## src/rtl/cond_logic.sv

```systemverilog
// Conditional-execution control stage: NZCV flag register, decode-cycle latch of
// the condition result, gated write enables and executed/skipped counters.

module condcheck (
    input  logic [3:0] Cond,
    input  logic [3:0] Flags,
    output logic       CondEx
);

    logic neg, zero, carry, overflow, ge;

    assign {neg, zero, carry, overflow} = Flags;
    assign ge = (neg == overflow);

    always_comb begin
        CondEx = 1'b0;
        case (Cond)
            4'b0000: CondEx = zero;
            4'b0001: CondEx = ~zero;
            4'b0010: CondEx = carry;
            4'b0011: CondEx = ~carry;
            4'b0100: CondEx = neg;
            4'b0101: CondEx = ~neg;
            4'b0110: CondEx = overflow;
            4'b0111: CondEx = ~overflow;
            4'b1000: CondEx = ~zero & carry;
            4'b1001: CondEx = zero | ~carry;
            4'b1010: CondEx = ge;
            4'b1011: CondEx = ~ge;
            4'b1100: CondEx = ~zero & ge;
            4'b1101: CondEx = zero | ~ge;
            4'b1110: CondEx = 1'b1;
            default: CondEx = 1'b0;
        endcase
    end

endmodule

module cond_logic #(
    parameter int CNT_W = 16
) (
    input  logic             clk,
    input  logic             reset,
    input  logic [3:0]       Cond,
    input  logic [3:0]       ALUFlags,
    input  logic [1:0]       FlagW,
    input  logic             CondLatch,
    input  logic             PCS,
    input  logic             NextPC,
    input  logic             RegW,
    input  logic             MemW,
    input  logic             CntClr,
    output logic             PCWrite,
    output logic             RegWrite,
    output logic             MemWrite,
    output logic [3:0]       Flags,
    output logic             CondExLatched,
    output logic [CNT_W-1:0] ExecCount,
    output logic [CNT_W-1:0] SkipCount
);

    logic condex;

    // Evaluated on the registered flags, so a same-cycle flag write is not seen.
    condcheck u_condcheck (
        .Cond   (Cond),
        .Flags  (Flags),
        .CondEx (condex)
    );

    // Flag halves are qualified by the result of the instruction already in flight.
    always_ff @(posedge clk or negedge reset) begin
        if (!reset) begin
            Flags         <= 4'b0000;
            CondExLatched <= 1'b0;
        end else begin
            if (FlagW[1] && CondExLatched)
                Flags[3:2] <= ALUFlags[3:2];
            if (FlagW[0] && CondExLatched)
                Flags[1:0] <= ALUFlags[1:0];
            if (CondLatch)
                CondExLatched <= condex;
        end
    end

    always_ff @(posedge clk or negedge reset) begin
        if (!reset) begin
            ExecCount <= '0;
            SkipCount <= '0;
        end else if (CntClr) begin
            ExecCount <= '0;
            SkipCount <= '0;
        end else if (CondLatch) begin
            if (condex)
                ExecCount <= ExecCount + 1'b1;
            else
                SkipCount <= SkipCount + 1'b1;
        end
    end

    // Reset gates the enables directly so NextPC cannot leak through during reset.
    assign PCWrite  = reset & (NextPC | (PCS & CondExLatched));
    assign RegWrite = reset & RegW & CondExLatched;
    assign MemWrite = reset & MemW & CondExLatched;

endmodule

```

## config.mk

```make
export PLATFORM = sky130hd
export DESIGN_NAME = cond_logic
export DESIGN_NICKNAME = d
export VERILOG_FILES = /design/src/rtl/cond_logic.sv
export SDC_FILE = /design/constraint.sdc
export NUM_CORES = 1
export LEC_CHECK = 0
export CORE_MARGIN = 2
export CORE_UTILIZATION = 45
export DETAILED_ROUTE_END_ITERATION = 6
export PLACE_DENSITY = 0.83
export SYNTH_ARGS = -nofsm -noshare
export SYNTH_HDL_FRONTEND = slang
export SYNTH_SLANG_ARGS = --single-unit
export TNS_END_PERCENT = 30
```

## constraint.sdc

```tcl
create_clock -name clk -period 2.9 [get_ports clk]
set_input_delay 0.435 -clock clk [delete_from_list [all_inputs] [get_ports clk]]
set_output_delay 0.435 -clock clk [all_outputs]
set_load 0.05 [all_outputs]
```

==> metrics list, run 1 <==
- Area growth from synthesis to final layout: 37.2%
- Initial standard-cell utilization of the core: 0.463
- Number of primary I/O pins: 58
* Count of vias placed by the detailed router: around 2.1k
* Ratio of total power to cell area: 466 mW/mm2
- In the final routed layout, each cell accounts on average for 15.1 um.
* Crit path capture: SkipCount[5]
- Global placer's final weighted congestion: 0.851
- The share of the Yosys chip area taken by registers is 0.429.
* Final WL: 5450 um
* Number of iterations in the first detailed-routing pass: 6
- Antenna diode count: 0
- Row Count: 25
- Residual DRC count: 0
- In this run the critical register-to-register path is launched from Flags[3].
- Aggregate global routing overflow: 0
- In this design, the critical path's most frequently occurring cell is buf_4.
- Num CTS Buffers: 5
- The filler cells instantiated in the layout total 391.
- Pin count of the biggest net entering global routing: 40
- In the synthesized netlist, the number of instances is around 240.
* Count of port buffers added during placement: 57
- For the finished layout, the period the worst path requires is 2.82 ns.
- Total Die Area: 0.00536 mm2
- The wire-length estimate of the detail-placed layout is 3920 um.
- Clk Tree Root Cell: clkbuf_8
- The number of cells on the worst reg-to-reg path is 7.
- DIE WIDTH: 73.2 um
- Setup repair after global routing could not meet its margin everywhere.
- The initial antenna violation count came to 0.
* Number of storage elements in the synthesis netlist: 37
* Type of element launching the critical path: primary input
- Via/cell ratio: approximately 6
* Slowest library cell on the worst path: or4_4
* Total area of multi-input combinational cells: 0.00116 mm2
- Across the VDD grid, the largest voltage drop is 0.308 mV.
- Across the routed clock network, the largest skew measured is 0.00820 ns.
- Synth async-reset ratio: 1.00
* Count of final hold-check violations: 0
* Final critical-path share of the clock period: 0.974
* Violation count after the first detailed-route iteration: between 100 and 150
- In this run the worst setup path begins at Cond[0].
- Deepest clock path buffer count: 2
- Average instance area after synthesis: 9.17 um2
* Critical-path cell list: clkdlybuf4s50_1 > buf_4 > and4bb_1 > o31ai_2 > a31oi_2 > buf_4 > or4_4 > or4_1 > a21oi_1
- The number of global-route vias before repair came to 1999.
* Final setup vio count: 0
* Type of destination of the critical path: flip-flop
- Summing every instance area after synthesis gives 0.00216 mm2.
* Maximum cell stage delay along the critical path: 0.59 ns
* Placed cells: 354
- Across every metal layer, demand over resource in global routing totals 0.219.
- Height of the die: roughly 73 um
- After detailed placement, the total cell area comes to 0.00287 mm2.
- Total power for the finished layout comes to 1.38 mW.
- The worst register-to-register path ends at SkipCount[5].
- Number of max-capacitance violations reported: 0
* Highest net fanout along the worst path: 17
- The first global-routing pass estimated approximately 9100 um of wire.
- In the final design database the tool counted ~330 nets.
- Outcome: completed
- ANT nets after route: 0
- Summed over all failing endpoints, the final setup total negative slack is 0 ns.
* Post-CTS Repair Setup Buffers: 0
- CTS H-Tree Depth: 2
* Top achievable clock speed: 354 MHz
- Yosys warnings: 0
- The count of final max-slew check failures was 0.
- Number of enable-type register cells in the synthesized netlist: 0
* Clock insertion delay at the later pin of the skew report: 0.29 ns
* Max transition margin: 0.448
* Main flop type after synthesis: dfrtp_1
- For flop-to-flop paths, the worst setup slack is 0.29 ns.
- Summed area of non-filler cells in the final layout: 0.00296 mm2
- The floorplan step defined a core boundary enclosing 0.00466 mm2.
* Class of the tightest hold or removal check: in -> async
- Final standard cell count with taps included and fillers excluded: 360
- Synthesis produced a netlist with a net count of 255.
- Post-synthesis cell type count: 44
- Clock transition at the registers of the reported paths: 0.07 ns
- For the worst setup path, the data arrival time is 3.03 ns.
- For the pin with the worst max-slew slack, the measured transition is 0.818 ns.
- By startpoint and endpoint, the worst setup path is classified as in -> reg.
- In this run the static leakage power is 1.16 nW.
- STA puts the critical path data required time at 3.11 ns.
- Register area: 926 um2
* Ratio of cells with drive above 1 in the final layout: 0.137
* Clock sink total: 37
* CTS tree: built
-- flip-flops by register name (all words and copies together), names as in the netlist --
register	cells
ExecCount	16
Flags	4
SkipCount	16
CondExLatched	1
-- synth_stat cells (all sizes together) (2+ instances only) --
library cell  number  share of area
o311ai             2         0.0081
o21ai             14          0.033
dfrtp             37           0.43
nand2             21          0.037
inv                7          0.012
o21a               2         0.0070
nor3               4          0.012
ha                 2          0.012
mux2               6          0.031
or4               15          0.054
clkbuf             8          0.014
nor4               2         0.0058
nand3             13          0.030
a21oi             23          0.053
nand4              5          0.015
o31ai             13          0.048
xor2               3          0.012
and4bb             2          0.012
nor2b              9          0.026
xnor2              3          0.012
nor2              13          0.023
and3               2         0.0058
or3               11          0.032
buf                3          0.013
-- cell usage in the layout (no fill, tap or decap), types with 2 or more instances in the layout --
| master | count |
|---|---|
| and3_1 | 2 |
| nor4_1 | 2 |
| o21a_1 | 2 |
| or3_1 | 11 |
| nor3_1 | 2 |
| mux2_2 | 6 |
| and4bb_1 | 2 |
| clkdlybuf4s50_1 | 53 |
| o21ai_0 | 14 |
| nand2_1 | 21 |
| nor2_1 | 13 |
| ha_1 | 2 |
| xor2_1 | 3 |
| nor3_2 | 2 |
| dfrtp_1 | 37 |
| nor2b_1 | 9 |
| xnor2_1 | 3 |
| or4_1 | 14 |
| a21oi_1 | 23 |
| inv_1 | 7 |
| buf_4 | 21 |
| o31ai_1 | 12 |
| nand3_1 | 13 |
| nand4_1 | 5 |
| clkbuf_8 | 5 |
-- through the flow --
step / util / setup slack (ns) / hold WS (ns)
floorplan: - / 0.217 / 0.139
global placement: 0.616 / -0.174 / 0.550
detailed placement: 0.616 / -0.231 / 0.564
CTS: 0.631 / 0.0186 / 0.289
global route: 0.635 / -0.0265 / 0.312
finish: 0.635 / 0.0766 / 0.265
-- cell families after synthesis --
group           count (synthesis)  share of synthesized area
buf+inv                        18                     0.0389
simple gates                  105                      0.280
fa+ha+maj                       2                     0.0116
compound gates                 60                      0.180
flops                          37                      0.429
mux                             7                     0.0360
xor+xnor                        6                     0.0244
-- how the worst min path moves through the flow --
stage / from / endpoint / cells after the start
after floorplan: reset / CondExLatched / 0
after global placement: SkipCount[15] / SkipCount[15] / 2
after detailed placement: ExecCount[5] / ExecCount[5] / 2
after CTS: reset / SkipCount[9] / 2
after global routing: reset / SkipCount[14] / 2
final: reset / SkipCount[14] / 2
-- power by group --
part           switching [mW]  leakage (nW)  total, mW  internal (mW)
logic                   0.267         0.619      0.454          0.187
registers              0.0503         0.504      0.595          0.544
clock network           0.171        0.0399      0.329          0.158
-- area by class of cell --
cell class	count	area share
clock buffer	5	0.0233
clock inverter	1	0.00169
inverter	7	0.00888
multi-input combinational	180	0.392
sequential	37	0.313
tap	54	0.0228
timing repair buffer	76	0.239
-- critical path: cells and delay by family --
kind,cells,cell delay [ns]
and+or+nand+nor,3,1.37
buffers and inverters,3,0.74
AOI/OAI and AO/OA,3,0.49
-- metal layers --
layer  GRT usage  wire length [um]  up-vias
met5           0                 0        -
met4      0.0535                60        0
met3      0.0566               333       12
met2       0.364              2650       70
met1       0.284              2410     1018
li1            -                 -     1027
-- repair_timing --
item | in CTS | in global routing
endpoints found under the setup margin | 0 | 17
gates resized for setup | 0 | 3
hold buffers | 0 | 0
Note: power is estimated with default switching activity, not from simulation.
==> run 2, diff against run 1 <==
- CORE_UTILIZATION: 45 -> 48
- PLACE_DENSITY: 0.83 -> unset
- PLACE_DENSITY_LB_ADDON: unset -> 0.25
==> metrics list, run 2 (synthesis results as in run 1) <==
* Count of vias placed by the detailed router: 2105 (-1.0%)
- Final standard cell count with taps included and fillers excluded: 361 (+0.28%)
* Largest registers: ExecCount (16), SkipCount (16), Flags (4)
- CTS H-Tree Depth: 2 (unchanged)
- Residual DRC count: 0 (unchanged)
- The die outline width came to 71.0 um (-3.0%).
- Clock tree skew after final layout: 0.00383 ns (-0.00437 ns)
- The met3 track demand over resource was 0.0427 (-0.0139).
- The maximum VDD drop is 0.310 mV (+0.86%).
- The post-cts hold buffer count came to 0 (unchanged).
* Ratio of total power to cell area: 471 mW/mm2 (+1.0%)
* Required time at the endpoint of the critical path: 3.12 ns (about the same)
* Period minus WS final: 2.76 ns (-0.0668 ns)
* Core outline area: 0.00435 mm2 (-6.6%)
* Placed cells: 353 (-0.28%)
- The CTS buffer count is 5 (unchanged).
- The total negative setup slack was 0 ns (unchanged).
- Vias in the first global route: 1946 (-2.7%)
* Global-route usage over all layers: 0.214 (-0.00532)
- Pin count of the biggest net entering global routing: 40 (unchanged)
* Cell internal pwr: 896 uW (+0.65%)
- Area growth from synthesis to final layout: 38.0%
- The setup slack at placement is -0.292 ns (-0.0613 ns).
* Met1 layer usage reported by global route: 0.262 (-0.0226)
- Leakage component of the power: 1.18 nW (+1.5%)
- The number of standard-cell rows in the floorplan was 24 (-4.0%).
- Final Total Pwr: 1.40 mW (+1.6%)
- Via/cell ratio: 5.83 (-1.3%)
- In this run the most used layer during global routing was met2.
* Combinational fraction of design power: 0.321 (-0.009)
- Number of iterations in the first detailed-routing pass: 4 (-2)
- Count of port buffers added during placement: 57 (unchanged)
- Ratio of cells with drive above 1 in the final layout: 0.142 (+0.00514)
- The source-to-sink clock delay at the later pin of the worst-skew pair is 0.29 ns (about the same).
* Number of antenna violations at the first check in global routing: 0 (unchanged)
- Grt met2 use: 0.381 (+0.0167)
- The post-detailed-route count of antenna-violating nets came to 0 (unchanged).
* Final HPWL DP: 3770 um (-4.0%)
- Top achievable clock speed: 363 MHz (+2.4%)
- The worst setup path is launched from a primary input.
- Max transition margin: 0.537 (+0.0893)
* Height of the die: 71.0 um (-3.0%)
- The starting density of the core was 0.495 (+0.0326).
* Worst setup slack after layout: 0.143 ns (+0.0668 ns)
- Switch share: 0.360 (+0.00584)
- Switch Pwr: 504 uW (+3.2%)
- Clock sink total: 37 (unchanged)
- The routed wirelength normalized by instance count was 14.6 um (-3.7%).
* Clock transition at the registers of the reported paths: 0.08 ns (about the same)
- Number of max-slew violations in the final report: 0 (unchanged)
- Commonest non-fill, non-tap cell in the layout: clkdlybuf4s50_1
- The number of setup violations in the final report came to 0 (unchanged).
- The worst setup path is captured at a flip-flop.
* Count of final hold-check violations: 0 (unchanged)
- Worst setup path category: in -> reg
* Aggregate global routing overflow: 0 (unchanged)
- Commonest non-fill, non-tap cells in the layout: clkdlybuf4s50_1 (52), dfrtp_1 (37), a21oi_1 (23)
* Clk Tree Root Cell: clkbuf_8
* Antenna diode count: 0 (unchanged)
* CTS tree: built
- RSZ-0062 raised after global routing: true
* Total Die Area: 0.00504 mm2 (-5.9%)
* Highest net fanout along the worst path: 18 (+1)
- Final critical-path share of the clock period: 0.951 (-0.0230)
- The number of nets in the layout was 328 (+0.31%).
- The number of DRC markers after the initial detailed-route iteration came to 91 (-31%).
- Sequential power share: 0.427 (-0.005)
* Clk pwr share: 0.252 (+0.013)
- Least-Margin Pin Slew: 0.691 ns (-0.127 ns)
- The weighted congestion at the end of routability-driven global placement came to 0.780 (-8.3%).
* Number of max-capacitance violations reported: 0 (unchanged)
- Arrival time reported for the critical path endpoint: 2.97 ns (-0.06 ns)
- Class of the tightest hold or removal check: in -> async
- The maximum number of buffers from clock root to sink is 2 (unchanged).
- Outcome: completed
* Final WL: 5260 um (-3.5%)
* Number of primary I/O pins: 58 (unchanged)
* First-pass GRT wire length: 8740 um (-4.4%)
## run 2: repair_timing
action,in CTS,in global routing
setup endpoints to repair,0,21
setup buffers,0,0
gates resized for setup,0,4
## run 2: stage by stage
stage	cell area [um2]	hold slack, ns	util
6_report	2970	0.268	0.683
3_3_place_gp	2870	0.537	0.660
4_1_cts	2960	0.285	0.679
2_1_floorplan	2160	0.139	-
3_5_place_dp	2870	0.549	0.660
5_1_grt	2970	0.313	0.683
## run 2: worst max-delay path, cell delays in order
cell	delay, ns
clkdlybuf4s50_1	0.50
and4bb_1	0.25
o31ai_2	0.25
a31oi_2	0.07
buf_4	0.17
or4_4	0.60
or4_1	0.53
a21oi_1	0.16
## run 2: power by group through the flow
stage               Combinational [mW]  Sequential, mW  Clock (mW)
finish                           0.449           0.598       0.352
global route                     0.482           0.605       0.374
CTS                              0.449           0.598       0.358
detailed placement               0.446           0.607           0
global placement                 0.441           0.606           0
floorplan                        0.184           0.688           0
## run 2: final cells by class
type                            count  area, um2
Sequential cell                    37        926
Clock buffer                        6       72.6
Multi-Input combinational cell    180       1160
Inverter                            7       26.3
Fill cell                         346       1380
Timing Repair Buffer               77        716
Clock inverter                      2       10.0
Tap cell                           52       65.1
## run 2: worst paths after layout
kind	start	to	slack, ns	cells past startpoint
worst max-delay path	Cond[3]	SkipCount[9]	0.14	8
worst min-delay path	reset	ExecCount[11]	0.27	2
worst max register to register	Flags[3]	SkipCount[9]	0.32	7
worst min register to register	SkipCount[15]	SkipCount[15]	0.56	2
max in group asynchronous	reset	SkipCount[0]	2.29	2
min in group clk	SkipCount[15]	SkipCount[15]	0.56	2
## run 2: layer usage
metal	part of all wire	vias to the layer above	wire length (um)
li1	-	1027	-
met1	0.46	1017	2400
met2	0.49	55	2570
met3	0.045	6	236
met4	0.010	0	55
met5	0	-	0
